`src/rtl/div_unit.sv`:
```
// Iterative signed divider (restoring, one quotient bit per clock).
// The quotient goes to LoOut and the remainder to HiOut; Done pulses once per request.
module div_unit #(
  parameter int WIDTH = 32
) (
  input  logic             Clk,
  input  logic             Reset,
  input  logic             Start,
  input  logic [WIDTH-1:0] A,
  input  logic [WIDTH-1:0] B,
  output logic             Busy,
  output logic             Done,
  output logic             DivZero,
  output logic [WIDTH-1:0] HiOut,
  output logic [WIDTH-1:0] LoOut
);

  localparam int CNT_W = (WIDTH > 1) ? $clog2(WIDTH) : 1;
  localparam logic [CNT_W-1:0] LAST_ITER = CNT_W'(WIDTH - 1);

  typedef enum logic [1:0] {IDLE, CALC, FIX, DONE} stateT;

  stateT            state;
  logic [CNT_W-1:0] counter;
  logic [WIDTH-1:0] remReg;
  logic [WIDTH-1:0] quoReg;
  logic [WIDTH-1:0] divisor;
  logic             signQ;
  logic             signR;
  logic             zeroFlag;
  logic [WIDTH:0]   shifted;
  logic [WIDTH:0]   diff;

  // The result of the unsigned negation is the magnitude, so |-2^(W-1)| = 2^(W-1) stays exact.
  function automatic logic [WIDTH-1:0] magnitude(input logic signed [WIDTH-1:0] v);
    logic [WIDTH-1:0] r;
    r = v[WIDTH-1] ? WIDTH'(-v) : WIDTH'(v);
    return r;
  endfunction

  function automatic logic [WIDTH-1:0] applySign(input logic neg, input logic [WIDTH-1:0] v);
    logic [WIDTH-1:0] r;
    r = neg ? WIDTH'(-v) : v;
    return r;
  endfunction

  always_comb begin
    shifted = {remReg, quoReg[WIDTH-1]};
    diff    = shifted - {1'b0, divisor};
  end

  always_ff @(posedge Clk or posedge Reset) begin
    if (Reset) begin
      state    <= IDLE;
      counter  <= '0;
      remReg   <= '0;
      quoReg   <= '0;
      divisor  <= '0;
      signQ    <= 1'b0;
      signR    <= 1'b0;
      zeroFlag <= 1'b0;
      Busy     <= 1'b0;
      Done     <= 1'b0;
      DivZero  <= 1'b0;
      HiOut    <= '0;
      LoOut    <= '0;
    end else begin
      Done    <= 1'b0;
      DivZero <= 1'b0;
      case (state)
        IDLE: begin
          if (Start) begin
            Busy <= 1'b1;
            if (B == '0) begin
              zeroFlag <= 1'b1;
              state    <= DONE;
            end else begin
              zeroFlag <= 1'b0;
              quoReg   <= magnitude(A);
              divisor  <= magnitude(B);
              signQ    <= A[WIDTH-1] ^ B[WIDTH-1];
              signR    <= A[WIDTH-1];
              remReg   <= '0;
              counter  <= '0;
              state    <= CALC;
            end
          end
        end
        CALC: begin
          // A non-negative trial difference means the divisor fits: keep it and emit a 1.
          if (!diff[WIDTH]) begin
            remReg <= diff[WIDTH-1:0];
            quoReg <= {quoReg[WIDTH-2:0], 1'b1};
          end else begin
            remReg <= shifted[WIDTH-1:0];
            quoReg <= {quoReg[WIDTH-2:0], 1'b0};
          end
          counter <= counter + 1'b1;
          if (counter == LAST_ITER) state <= FIX;
        end
        FIX: begin
          LoOut <= applySign(signQ, quoReg);
          HiOut <= applySign(signR, remReg);
          state <= DONE;
        end
        DONE: begin
          Done     <= 1'b1;
          DivZero  <= zeroFlag;
          zeroFlag <= 1'b0;
          Busy     <= 1'b0;
          state    <= IDLE;
        end
        default: state <= IDLE;
      endcase
    end
  end

endmodule

```
`config.mk`:
```
export PLATFORM = sky130hd
export DESIGN_NAME = div_unit
export DESIGN_NICKNAME = d
export VERILOG_FILES = /design/src/rtl/div_unit.sv
export SDC_FILE = /design/constraint.sdc
export NUM_CORES = 1
export LEC_CHECK = 0
export BUFFER_PORTS_ARGS = -buffer_cell sky130_fd_sc_hd__buf_4
export CORE_ASPECT_RATIO = 1.5
export CORE_MARGIN = 2
export CORE_UTILIZATION = 59
export DETAILED_ROUTE_END_ITERATION = 10
export HOLD_SLACK_MARGIN = 0.03
export PLACE_DENSITY = 0.81
export SYNTH_ARGS = -nofsm -noshare
export SYNTH_HDL_FRONTEND = slang
export SYNTH_SLANG_ARGS = --single-unit
export TNS_END_PERCENT = 1
```
`constraint.sdc`:
```
create_clock -name Clk -period 6.36 [get_ports Clk]
set_clock_uncertainty 0.15 [all_clocks]
set_input_delay 0.954 -clock Clk [delete_from_list [all_inputs] [get_ports Clk]]
set_output_delay 0.954 -clock Clk [all_outputs]
set_load 0.02 [all_outputs]
```
* After elaboration in Yosys (flattened, before gate mapping)
Index checks and enable logic that the tools add are counted.
** Operators by class
- $add $sub $neg :: 6
- Eq/ne operators :: 7
- Mux-type cells :: 26
- Bitwise logic cells :: 2
- Reductions and logical operators :: 8
** Operators with widths (count)
- $mux W32 :: 9
- $neg A32 Y32 :: 4
- $pmux W32 S2 :: 2
- $sub A33 B32 Y33 :: 1
- $logic_not A32 Y1 :: 1
- $mux W5 :: 2
- $pmux W5 S2 :: 1
- $pmux W2 S4 :: 1
- $mux W1 :: 6
- $mux W2 :: 3
- $ne A2 B2 Y1 const B :: 3
- $reduce_and A3 Y1 :: 2
- $add A5 B1 Y5 const B :: 1
- $eq A5 B5 Y1 const B :: 1
- $eq A2 B2 Y1 const B :: 2
- $pmux W1 S2 :: 2
- $reduce_and A2 Y1 :: 2
- $reduce_bool A2 Y1 :: 2
- $eq A2 B1 Y1 const B :: 1
- $logic_not A2 Y1 :: 1
- $not A1 Y1 :: 1
- $xor A1 B1 Y1 :: 1
** Storage, ports and cells
- Register bits after elaboration :: 173

* Depth between registers and ports, before layout
Gate-level depths: netlist of run 1.
- Depth after elaboration :: 5
- Gate-level depth with buffers :: 13
- Mapped depth without buffers :: 12

* Least setup slack after synthesis of run 1
No wires, ideal clock.
- Path type :: input -> register
- Start :: input port B[6]
- End :: register remReg[31]
- Setup time :: 0.122 ns
- Data arrival time :: 3.381 ns
- Slack :: 2.707 ns
- Stages on the path :: 11
- Path buffers :: 2
- Cells stage by stage :: or4_1 -> or2_2 -> nor4_1 -> nand4_1 -> and3_1 -> buf_2 -> o21ai_2 -> buf_2 -> nor3_1 -> mux2i_1 -> nand2_1
** Between the ends
- Longest elaborated chain between the ends :: 3
** RTL lines
- start: declaration :: line 10 : input logic [WIDTH-1:0] B,
- $logic_not A32 Y1 :: line 74 : if (B == '0) begin
- $ne A2 B2 Y1 (no line)
- $reduce_and A3 Y1 (no line)
- end signal: assignment :: line 92 : remReg <= diff[WIDTH-1:0];
- end signal: assignment :: line 95 : remReg <= shifted[WIDTH-1:0];
- end: declaration :: line 25 : logic [WIDTH-1:0] remReg;
Every way passes these cells.
A chain may end at the register's enable or synchronous reset.

* Worst setup path in the final report of run 1
- Start :: register quoReg[31]
- End :: register remReg[25]
** Between the ends
- Longest elaborated chain between the ends :: 3
** RTL lines
- start: declaration :: line 26 : logic [WIDTH-1:0] quoReg;
- start signal: assignment :: line 79 : quoReg <= magnitude(A);
- start signal: assignment :: line 93 : quoReg <= {quoReg[WIDTH-2:0], 1'b1};
- start signal: assignment :: line 96 : quoReg <= {quoReg[WIDTH-2:0], 1'b0};
- $sub A33 B32 Y33 :: line 49 : diff = shifted - {1'b0, divisor};
- $mux W32 :: line 91 : if (!diff[WIDTH]) begin
- $pmux W32 S2 :: line 70 : case (state)
Every way passes these cells.

==> results of run 1 <==
[routing by layer]
metal / vias up / track usage (%) / routed length [µm]
met5: - / 0 / 0
li1: 4690 / - / -
met2: 241 / 51.2 / 14200
met4: 0 / 9.17 / 690
met1: 4534 / 32.3 / 10700
met3: 49 / 3.40 / 987
[power groups by stage]
stage / sequential (mW) / combinational [mW] / clock (mW)
2_1_floorplan: 2.16 / 2.67 / 0
3_3_place_gp: 2.04 / 3.76 / 0
3_5_place_dp: 2.06 / 3.86 / 0
4_1_cts: 2.04 / 3.90 / 1.02
5_1_grt: 2.11 / 4.35 / 1.05
6_report: 2.05 / 3.91 / 1.01
[worst paths after layout]
kind / from / end / slack (ps) / cells past startpoint
setup / recovery: quoReg[31] / remReg[25] / 1920 / 12
hold / removal: Reset / LoOut[6] / 330 / 2
setup reg to reg: quoReg[31] / remReg[25] / 1920 / 12
hold reg to reg: divisor[19] / divisor[19] / 330 / 2
max in group asynchronous: Reset / quoReg[29] / 4490 / 3
min in group Clk: divisor[19] / divisor[19] / 330 / 2
[state kept, by name, indices dropped and copies added (netlist names)]
signal / count
Done: 1
quoReg: 32
Busy: 1
DivZero: 1
counter: 5
zeroFlag: 1
remReg: 32
signR: 1
divisor: 32
LoOut: 32
state: 2
signQ: 1
HiOut: 32
[worst max-delay path: cells and delay by family, from the launching register on]
kind,cells,cell delay (ps)
compound gates,6,1980
buf+inv,2,590
flops,1,370
fa+ha+maj,2,650
simple gates,2,550
[through the flow]
step | instance area [µm²] | setup slack (ps)
2_1_floorplan | 10900 | 568
3_3_place_gp | 12100 | 1810
3_5_place_dp | 12100 | 1700
4_1_cts | 12600 | 2080
5_1_grt | 12600 | 1780
6_report | 12600 | 1920
[logic make-up after synthesis]
kind of cell | after synthesis
AOI/OAI and AO/OA | 405
muxes | 23
buffers and inverters | 115
DFF | 173
and+or+nand+nor | 351
xor gates and xnor gates | 148
adders and majority gates | 43
[area by class of cell]
cell class                 count  share of cell area [%]
multi-input combinational    970                    48.7
sequential                   173                    34.2
timing repair buffer         147                    8.73
clock buffer                  18                    3.39
tap                          217                    2.15
inverter                      54                    1.64
clock inverter                14                    1.19
[layout by cell type (no fill, tap or decap), types with 7 or more instances in the layout]
cell type	netlist	final
mux2_2	7	7
xor2_1	116	116
xnor2_1	32	32
o21ai_0	123	123
nand2_1	128	128
o41ai_1	17	17
a21oi_1	134	134
nor2_1	104	104
dfrtp_1	173	173
or4_1	14	14
o22ai_1	30	30
nor2b_1	7	7
or2_2	9	9
buf_4	0	147
clkbuf_16	0	17
a21o_1	12	12
nand3_1	17	17
nand2b_1	14	14
o31ai_1	33	33
a32oi_1	7	7
or3_1	18	18
nor3_1	13	13
ha_1	42	41
mux2i_1	16	16
inv_1	54	53
nand4_1	7	7
o211ai_1	9	9
==> impl_metrics.env, run 1 <==
export IMPL_cts_root_buf="clkbuf_16"
export IMPL_postCtsHoldBufs=0
export IMPL_antennaDiodeCount=0
export IMPL_finalPower_mw=6.96
export IMPL_wl_per_cell_um=16.7
export IMPL_synthCells=1258
export IMPL_portBuffers=133
export IMPL_first_pass_iters=5
export IMPL_grt_ovfl_total=0
export IMPL_synth_async_reset_ratio_pct=100
export IMPL_ys_warn_count=0
export IMPL_cts_resized=0
export IMPL_worstSetupPathType="flop to flop"
export IMPL_syn_nets=1368
export IMPL_cp_required_ps=6510
export IMPL_synth_top_family_by_area="compound AO/OA/AOI/OAI gates"
export IMPL_dieArea_mm2=0.0196
export IMPL_clockBufferDepth=2
export IMPL_vdd_ir_drop_max_mv=0.281
export IMPL_cts_tree="yes"
export IMPL_fin_setup_tns_ps=0
export IMPL_vias=9514
export IMPL_layout_drive_gt1_share_pct=15.0
export IMPL_yosys_area_share_simple_pct=14.9
export IMPL_die_x_um=115
export IMPL_clock_sinks=173
export IMPL_yosysSeqAreaShare_pct=39.7
export IMPL_setup_viol=0
export IMPL_start_util_pct=60.5
export IMPL_pwr_share_clk_pct=14.4
export IMPL_maxSlewViolCount=0
export IMPL_power_density_mw_per_mm2=550
export IMPL_yosysMostFrequentCell="dfrtp_1"
export IMPL_crit_chain="inv_1, ha_1, fa_1, nand2b_1, a21o_1, a21o_1, o41ai_1, a21oi_1, o211ai_1, buf_4, nand2b_1, o21ai_0"
export IMPL_slowest_stage="o41ai_1"
export IMPL_rsz0062_at_grt="false"
export IMPL_internal_power_mw=3.70
export IMPL_multiInputGateArea_mm2=0.00615
export IMPL_grt_pass1_vias=9267
export IMPL_gp_congestion=0.970
export IMPL_synthAdderAreaFrac_pct=5.00
export IMPL_status="finished, final reports clean"
export IMPL_synth_ff_latch_count=173
export IMPL_grt_use_total_pct=27.5
export IMPL_cts_buffers_inserted=17
export IMPL_register_area_mm2=0.00433
export IMPL_pwr_share_comb_pct=56.2
export IMPL_drt_total_wl_mm=26.6
export IMPL_period_minus_slack_ps=4440
export IMPL_yosys_area_top_type="dfrtp_1"
export IMPL_syn_area_mm2=0.0109
export IMPL_htreeDepth=4
export IMPL_synth_compound_area_share_pct=22.3
export IMPL_slew_headroom_pct=19.4
export IMPL_grt_max_degree=77
export IMPL_worst_slew_pin_slew_ps=1190
export IMPL_drtAntennaViolNets=0
export IMPL_finalHoldViolCount=0
export IMPL_io_pins=134
export IMPL_seq_power_share_pct=29.4
export IMPL_fillers=1444
export IMPL_fmax_ghz=0.225
export IMPL_die_h_um=171
export IMPL_num_rows=60
export IMPL_netlist_top_cells_area="dfrtp_1 (40%), xor2_1 (9.3%), a21oi_1 (6.1%)"
export IMPL_p_switching_mw=3.26
export IMPL_synthMuxAreaShare_pct=2.19
export IMPL_synth_edff_count=0
export IMPL_maxCapViolCount=0
export IMPL_core_area_mm2=0.0180
export IMPL_yosys_cell_types_count=63
export IMPL_cts_setup_buffers=0
export IMPL_clkTransAtPathRegs_ps=70
export IMPL_nNetsFinal=1473
export IMPL_avgSynthCellArea_um2=8.67
export IMPL_clk_latency_ps=430
export IMPL_p_sw_share_pct=46.8
export IMPL_dp_cells=1561
export IMPL_fin_crit_sh_pct=69.8
export IMPL_ys_flop_type="dfrtp_1"
export IMPL_area_growth_pct=15.9
export IMPL_hpwl_mm=19.5
export IMPL_startpoint_type="flop"
export IMPL_arrival_ps=4590
export IMPL_worst_path_max_fanout=52
export IMPL_fin_cells=1593
export IMPL_synthXorXnorAreaFrac_pct=11.9
export IMPL_synth_top_cells_by_count="dfrtp_1 (173), a21oi_1 (134), nand2_1 (128)"
export IMPL_finalCoreUtilization_pct=70.2
export IMPL_worstHoldPathType="input port to asynchronous set/reset pin"
export IMPL_grt_pass1_wl_mm=43.6
export IMPL_drt_iter0_markers=616
export IMPL_antenna_found_initial=0
export IMPL_drc_errors=0
export IMPL_cp_slowest_stage_delay_ps=950
export IMPL_synth_top_area_share_pct=39.7
export IMPL_hold_ws_ps=326
export IMPL_p_leak_nw=5.64
export IMPL_cp_end_kind="flop"
export IMPL_vias_per_cell=5.97
No activity file was read; power rests on OpenSTA's default activity.
==> run 2: changes to the inputs <==
- CORE_UTILIZATION: 59 -> 54
- PLACE_DENSITY: 0.81 -> 0.78
- clock period: 6.36 -> 3.95 ns (I/O delays scaled with it)
==> impl_metrics.env, run 2 (synthesis results as in run 1) <==
export IMPL_status="finished, final reports clean"
export IMPL_fillers=1677
export IMPL_maxSlewViolCount=0
export IMPL_worst_slew_pin_slew_ps=988
export IMPL_grt_max_degree=82
export IMPL_seq_power_share_pct=28.7
export IMPL_startpoint_type="flop"
export IMPL_period_minus_slack_ps=3550
export IMPL_worstSetupPathType="flop to flop"
export IMPL_layout_drive_gt1_share_pct=15.4
export IMPL_cp_end_kind="flop"
export IMPL_io_pins=134
export IMPL_cts_resized=0
export IMPL_grtUsageMet3_pct=3.16
export IMPL_core_area_mm2=0.0198
export IMPL_finalHoldViolCount=0
export IMPL_final_common_cell="dfrtp_1"
export IMPL_antenna_found_initial=0
export IMPL_internal_power_mw=6.20
export IMPL_crit_family="compound AO/OA/AOI/OAI gates"
export IMPL_grtUsageMet2_pct=46.5
export IMPL_dieArea_mm2=0.0214
export IMPL_vias=9555
export IMPL_portBuffers=133
export IMPL_area_growth_pct=17.7
export IMPL_critPathMostFrequentCell="buf_4"
export IMPL_slowest_stage="fa_1"
export IMPL_cts_root_buf="clkbuf_16"
export IMPL_worst_path_max_fanout=8
export IMPL_clkTransAtPathRegs_ps=70
export IMPL_slew_headroom_pct=34.1
export IMPL_grt_use_total_pct=25.6
export IMPL_vdd_ir_drop_max_mv=0.396
export IMPL_drc_errors=0
export IMPL_num_rows=63
export IMPL_pwr_share_comb_pct=56.3
export IMPL_layout_common_cells="dfrtp_1 (173), buf_4 (150), a21oi_1 (134), nand2_1 (128), o21ai_0 (123)"
export IMPL_htreeDepth=4
export IMPL_cts_tree="yes"
export IMPL_crit_chain="inv_1, ha_1, fa_1, nand2b_1, a21o_1, a21o_1, o41ai_1, buf_4, a21oi_1, o211ai_1, buf_4, buf_4, mux2i_1, o21ai_0"
export IMPL_antennaDiodeCount=0
export IMPL_hold_ws_ps=140
export IMPL_setup_viol=0
export IMPL_arrival_ps=3700
export IMPL_grtUsageMet1_pct=30.7
export IMPL_clock_sinks=173
export IMPL_drt_total_wl_mm=26.9
export IMPL_pwr_share_clk_pct=15.0
export IMPL_drtAntennaViolNets=0
export IMPL_wl_per_cell_um=16.4
export IMPL_fin_setup_tns_ps=0
export IMPL_nNetsFinal=1481
export IMPL_grt_ovfl_total=0
export IMPL_cts_setup_buffers=0
export IMPL_vias_per_cell=5.81
export IMPL_grt_pass1_vias=9210
export IMPL_rsz0062_at_grt="false"
export IMPL_maxCapViolCount=0
export IMPL_fin_crit_sh_pct=89.8
export IMPL_cp_buffers_inverters=4
export IMPL_fmax_ghz=0.282
export IMPL_die_x_um=120
export IMPL_p_sw_share_pct=45.8
export IMPL_gp_congestion=0.914
export IMPL_p_switching_mw=5.25
export IMPL_grt_pass1_wl_mm=44.2
export IMPL_power_density_mw_per_mm2=892
export IMPL_drt_iter0_markers=675
export IMPL_cp_slowest_stage_delay_ps=400
export IMPL_p_leak_nw=5.70
export IMPL_register_area_mm2=0.00433
export IMPL_first_pass_iters=5
export IMPL_postCtsHoldBufs=0
export IMPL_cp_required_ps=4100
export IMPL_hpwl_mm=20.0
export IMPL_worstHoldPathType="input port to asynchronous set/reset pin"
export IMPL_clockBufferDepth=2
export IMPL_busiest_layer="met2"
export IMPL_multiInputGateArea_mm2=0.00615
export IMPL_start_util_pct=55.1
export IMPL_cts_buffers_inserted=17
export IMPL_clk_latency_ps=440
export IMPL_die_h_um=178
-- run 2: through the flow --
stage / total power, mW / area, µm² / worst slack (ps) / utilization, % / std cells
final: 11.4 / 12800 / 403 / 64.9 / 1644
after global routing: 12.4 / 12800 / 181 / 64.9 / 1644
after CTS: 11.5 / 12800 / 431 / 64.9 / 1644
after detailed placement: 9.70 / 12200 / 128 / 61.9 / 1612
after global placement: 9.52 / 12200 / 245 / 61.9 / 1612
after floorplan: 7.79 / 10900 / 617 / - / 1258
-- run 2: power by group through the flow --
| stage | combinational (mW) | sequential, mW | clock, mW |
|---|---|---|---|
| CTS | 6.46 | 3.27 | 1.74 |
| finish | 6.45 | 3.28 | 1.71 |
| detailed placement | 6.41 | 3.29 | 0 |
| global route | 7.19 | 3.37 | 1.82 |
| global placement | 6.26 | 3.26 | 0 |
| floorplan | 4.30 | 3.48 | 0 |
-- run 2: area by class of cell --
class	instances	share of cell area (%)
clock buffer	20	3.48
clock inverter	12	1.18
tap	260	2.53
multi-input combinational	970	47.9
timing repair buffer	155	9.55
inverter	54	1.61
sequential	173	33.7
-- run 2: final timing paths --
path / from / to / slack, ps / cells after the start
max: quoReg[31] / remReg[23] / 400 / 14
min: Reset / LoOut[8] / 140 / 2
max reg2reg: quoReg[31] / remReg[23] / 400 / 14
min reg2reg: counter[4] / counter[4] / 330 / 2
max in group asynchronous: Reset / HiOut[0] / 2660 / 3
min in group Clk: B[25] / divisor[25] / 300 / 3
-- run 2: metal layers --
| metal | vias up | routed length (µm) |
|---|---|---|
| met5 | - | 0 |
| met4 | 0 | 728 |
| met3 | 46 | 1260 |
| met2 | 310 | 14000 |
| met1 | 4504 | 10900 |
| li1 | 4695 | - |
